==> src/rtl/pipelined_ripple_adder.sv <==
// Pipelined ripple-carry adder/subtractor. The operands are split into STAGES
// segments, and the carry between segments is registered. There is one valid bit
// per pipeline level, and a single global advance enable provides backpressure.
module pipelined_ripple_adder #(
   parameter int WIDTH  = 32,
   parameter int STAGES = 4
) (
   input  logic             clk,
   input  logic             rst_n,
   input  logic             in_valid,
   output logic             in_ready,
   input  logic [WIDTH-1:0] A,
   input  logic [WIDTH-1:0] B,
   input  logic             Cin,
   input  logic             Sub,
   output logic             out_valid,
   input  logic             out_ready,
   output logic [WIDTH-1:0] S,
   output logic             Cout,
   output logic             overFlow
);

   localparam int SEG  = WIDTH / STAGES;
   localparam int MSB  = WIDTH - 1;
   localparam int LAST = STAGES - 1;

   // Level j holds a beat after segment j has been added.
   // Slices above segment j are the operand skew.
   // Slices at or below segment j are the sum deskew.
   logic [WIDTH-1:0]  a_q [STAGES];
   logic [WIDTH-1:0]  b_q [STAGES];
   logic [WIDTH-1:0]  s_q [STAGES];
   logic [STAGES-1:0] c_q;
   logic [STAGES-1:0] v_q;
   logic              ovf_q;

   logic [WIDTH-1:0]  a_in   [STAGES];
   logic [WIDTH-1:0]  b_in   [STAGES];
   logic [WIDTH-1:0]  s_in   [STAGES];
   logic [WIDTH-1:0]  s_nx   [STAGES];
   logic [SEG:0]      seg_sum [STAGES];
   logic [STAGES-1:0] c_in;
   logic [STAGES-1:0] c_nx;
   logic [STAGES-1:0] v_in;
   logic              ovf_nx;
   logic              en;

   assign en        = !v_q[LAST] || out_ready;
   assign in_ready  = en && rst_n;
   assign out_valid = v_q[LAST];
   assign S         = s_q[LAST];
   assign Cout      = c_q[LAST];
   assign overFlow  = ovf_q;

   always_comb begin
      a_in[0] = A;
      b_in[0] = Sub ? ~B : B;
      s_in[0] = '0;
      c_in[0] = Sub | Cin;
      v_in[0] = in_valid;
      for (int j = 1; j < STAGES; j++) begin
         a_in[j] = a_q[j-1];
         b_in[j] = b_q[j-1];
         s_in[j] = s_q[j-1];
         c_in[j] = c_q[j-1];
         v_in[j] = v_q[j-1];
      end
      for (int j = 0; j < STAGES; j++) begin
         seg_sum[j] = {1'b0, a_in[j][j*SEG +: SEG]} + {1'b0, b_in[j][j*SEG +: SEG]}
                      + {{SEG{1'b0}}, c_in[j]};
         s_nx[j] = s_in[j];
         s_nx[j][j*SEG +: SEG] = seg_sum[j][SEG-1:0];
         c_nx[j] = seg_sum[j][SEG];
      end
      // The sign bits of A and Beff reach the last segment along the skew path.
      ovf_nx = (a_in[LAST][MSB] == b_in[LAST][MSB])
               && (seg_sum[LAST][SEG-1] != a_in[LAST][MSB]);
   end

   always_ff @(posedge clk) begin
      if (!rst_n) begin
         for (int j = 0; j < STAGES; j++) begin
            a_q[j] <= '0;
            b_q[j] <= '0;
            s_q[j] <= '0;
         end
         c_q   <= '0;
         v_q   <= '0;
         ovf_q <= 1'b0;
      end else if (en) begin
         for (int j = 0; j < STAGES; j++) begin
            a_q[j] <= a_in[j];
            b_q[j] <= b_in[j];
            s_q[j] <= s_nx[j];
         end
         c_q   <= c_nx;
         v_q   <= v_in;
         ovf_q <= ovf_nx;
      end
   end

endmodule

==> config.mk <==
export PLATFORM = sky130hd
export DESIGN_NAME = pipelined_ripple_adder
export DESIGN_NICKNAME = d
export VERILOG_FILES = /design/src/rtl/pipelined_ripple_adder.sv
export SDC_FILE = /design/constraint.sdc
export NUM_CORES = 1
export LEC_CHECK = 0
export CORE_MARGIN = 2
export CORE_UTILIZATION = 55
export DETAILED_ROUTE_END_ITERATION = 8
export MAX_ROUTING_LAYER = met4
export PLACE_DENSITY = 0.78
export REMOVE_ABC_BUFFERS = 1
export SLEW_MARGIN = 20
export SYNTH_ARGS = -nofsm -noshare
export SYNTH_HDL_FRONTEND = slang
export SYNTH_SLANG_ARGS = --single-unit
export TNS_END_PERCENT = 30
==> constraint.sdc <==
create_clock -name clk -period 5.7 [get_ports clk]
set_input_delay 0.57 -clock clk [delete_from_list [all_inputs] [get_ports clk]]
set_output_delay 0.57 -clock clk [all_outputs]
set_load 0.02 [all_outputs]
-- Yosys cells after proc, flatten, opt, wreduce, memory -nomap -nowiden
Memories as Yosys holds them, arrays and structs flattened.
Index checks and enable logic that the tools add are counted.
- bits in registers: 9
- RAM bits: 384
- input bits: 70
- output and inout bits: 36
- logic and storage cells: 51
- memories kept: 3
- memories (name ; words ; bits a word ; rd ports ; clocked after memory_dff ; write ports ; line ; text):
    a_q ; 4 ; 32 ; 3 ; 0 ; 4 ; 30 ; logic [WIDTH-1:0] a_q [STAGES];
    b_q ; 4 ; 32 ; 3 ; 0 ; 4 ; 31 ; logic [WIDTH-1:0] b_q [STAGES];
    s_q ; 4 ; 32 ; 4 ; 0 ; 4 ; 32 ; logic [WIDTH-1:0] s_q [STAGES];
- add/sub/neg operators: 8
- eq/ne operators: 2
- multiplexer cells: 17
- bitwise operators: 14
- reductions and logical operators: 4
- operator list (cell ; count):
    two-way mux 32 bit ; 13
    adder 8 x 8 -> 9 bit ; 4
    adder 9 x 1 -> 9 bit ; 4
    NOT 32 bit ; 1
    bitwise OR 1 bit ; 13
    two-way mux 1 bit ; 4
    logical AND 1 bit ; 2
    equality test 1 bit ; 1
    logical NOT 1 bit ; 1
    logical OR 1 bit ; 1
    inequality test 1 bit ; 1

-- Logic depth before layout (Yosys ltp)
- depth after elaboration: 6
- gate-level depth with buffers: 11
- depth with buffers taken out: 9

-- Worst setup path before layout
OpenSTA, ideal clock, no wires.
- path type: in2reg
- start: input port out_ready
- end: memory a_q[0][10], enable pin
- library setup time: 529 ps
- arrival: 4620 ps
- data required time: 5171 ps
- slack: 551 ps
- cell stages on the path: 5
- buffers on the path: 2
- cell sequence: nand2b_1 -> buf_2 -> clkbuf_1 -> nor2_2 -> inv_1
- RTL lines (element ; line ; text):
    start, declared ; 17 ; input logic out_ready,
    end, declared ; 30 ;

-- Final worst setup path
- start: input port out_ready
- end: output port in_ready
- word-level cells in the longest chain between the ends: 2
- ends and longest elaborated chain (element ; line ; text):
    logical OR 1 bit ; 48 ; assign en = !v_q[LAST] || out_ready;
    logical AND 1 bit ; 49 ; assign in_ready = en && rst_n;
    end, declared ; 11 ; output logic in_ready,
No other way between the ends.

==> impl_results.md <==
- DP HPWL: 9045 µm
- Netlist Area Pre-Place: 0.008308 mm²
- Area of the multi-input gates: 0.002648 mm²
- Hold WS: 0.4931 ns
- Worst Tran Pin Value: 1.078 ns
- Seq/Total Area, Yosys: 65.78%
- Clock Tree Buf Depth: 2
- Fmax: 278.9 MHz
- Layout area overhead: 20.48%
- Core footprint: 0.01464 mm²
- CTS Root Cell: clkbuf_16
- Min Tclk post-route: 3.585 ns
- Filler cell count: 1043
- Worst Setup Start Kind: input port
- Outcome: complete, no violations
- DP Cell Count: 863
- Fraction of layout cells with a size suffix above 1: 5.626%
- Most common cell after layout, fill and taps aside: edfxtp_1
- Syn_area_per_cell: 13.71 µm²
- Die Span X: 126.9 µm
- GR Overflow Total: 0
- Hold Crit Class: flip-flop to flip-flop
- Max IR drop VDD: 0.0002264 V
- Cell area power density: 298.9 mW/mm²
- Via count: 5014
- Post-CTS sizing: 0
- Total GRT Usage: 19.77%
- Rows: 44
- Primary FF master, synth: edfxtp_1
- Synth cell types: 47
- CTS tree: done
- Setup crit end kind: output port
- Period utilization: 62.90%
- Via density: 5.602
- Final setup viols: 0
- Post-Route WL: 14890 µm
- RSZ-0062 raised after global routing: no
- DR DRC count: 0
- Final hold viol count: 0
- Most frequent cells in the layout: edfxtp_1 (176), and3_1 (128), clkdlybuf4s50_1 (103)
- Yosys warns: 0
- Max-cap violations: 0
- Nets: 804
- Relative slew slack: 28.11%
- CP arrival: 3.02 ns
- Cell area after layout: 0.01001 mm²
- RePlAce Congestion: 0.7821
- Die H: 126.9 µm
- Area after DPL: 0.009483 mm²
- CTS H-tree depth: 4
- Worst path required time: 5.13 ns
- Reg area: 0.005465 mm²
- Postcts setup bufs: 0
- Lkg Pwr: 4.405 nW
- Hold Buf Count CTS: 0
- FFs w/ async S/R, synth: 0%
- Clock latency on the worst-skew pair: 0.43 ns
- Global-route wire length before repair: 23960 µm
- Vias in the first global route: 5074
- CP max FO: 127
- Largest net degree at the start of global routing: 128
- Pre-Repair DR Iteration Count: 5
- Number of synthesized flops with an enable pin: 176
- Initial antenna violation count: 0
- Seq cells post-synth: 185
- Die area: 0.01610 mm²
- CTS clock-pin slew for the worst setup and hold paths: 0.06 ns
- Worst Skew: 0.007790 ns
- TritonCTS sink count: 185
- Initial Util: 56.73%
- Routed WL per cell: 16.64 µm
- Cts bufs inserted: 17
- Final instance count without filler cells: 895
- Max-slew violation count: 0
- Cell count after synthesis: 606
- Antenna fix cells: 0
- Antenna Nets Post-Route: 0
- Fin util: 68.35%
- PortBufs: 105
- Initial DRC count: 504
- Top Ports: 106
- Crit Path Category: input port to output port
## worst max-delay path, stage by stage
cell and delay [ns]:
clkdlybuf4s50_1 0.45, nand2b_4 0.81, nand2_2 0.13, inv_2 0.32, clkdlybuf4s50_1 0.69
## metrics by stage
stage          TNS [ns]  total power (W)  setup WS (ns)
5_1_grt               0         0.003104          1.947
4_1_cts               0         0.003008          2.138
6_report              0         0.002992          2.115
2_1_floorplan   -121.00         0.001821        -0.6846
3_5_place_dp          0         0.001961          1.947
3_3_place_gp          0         0.001943          2.028
## per-layer routing
metal	track usage, %	share of wire (%)	wire length [µm]
met1	23.52	41	6164
met2	33.87	52	7812
met3	4.429	5.0	740
met4	6.076	1.2	175
met5	-	0	0
## cell usage after synthesis (5+ instances only)
library cell  instances  share of area [%]
fa_1                  8                1.9
nor2b_1               9               0.68
nor2_1               52                2.3
inv_1                12               0.54
a21oi_1               6               0.36
nand2_1               6               0.27
xor2_1               15                1.6
a21o_1                5               0.45
ha_1                 28                4.2
clkbuf_1             29                1.3
and3_1              128                9.6
nand2b_1              6               0.45
dfxtp_1               9                2.2
buf_2                 9               0.54
edfxtp_1            176                 64
nor3_1                7               0.42
xnor2_1              28                3.0
a211oi_1              9               0.81
or4_1                 5               0.45
o21ai_0              13               0.78
## cell families after synthesis
kind of cell | share of synthesized area [%]
simple gates | 15.89
flops | 65.78
compound gates | 4.970
buf+inv | 2.440
xor+xnor | 4.533
fa+ha+maj | 6.145
mux | 0.2410
## flip-flops by register name (all words and copies together) (netlist names)
signal and count:
a_q 48, c_q 4, b_q 48, overFlow 1
v_q 4, s_q 80
## layout make-up
| cell class | instances | area share (%) |
|---|---|---|
| multi-input combinational | 370 | 26.45 |
| sequential | 185 | 54.60 |
| tap | 184 | 2.300 |
| clock inverter | 2 | 0.1250 |
| timing repair buffer | 111 | 10.85 |
| clock buffer | 30 | 5.137 |
| inverter | 13 | 0.5375 |
## report_power, final
group,switching (W),internal (W)
Clock,0.000452,0.000604
Combinational,0.000154,0.000163
Sequential,0.0000269,0.00159
## path summary, 6_finish.rpt
path / from / endpoint / slack (ns) / cells after the start
hold reg to reg: v_q[2] / v_q[3] / 0.49 / 2
hold / removal: v_q[2] / v_q[3] / 0.49 / 2
setup reg to reg: v_q[3] / s_q[0][108] / 2.68 / 4
setup / recovery: out_ready / in_ready / 2.11 / 5
Power figures use the tool's default switching activity.
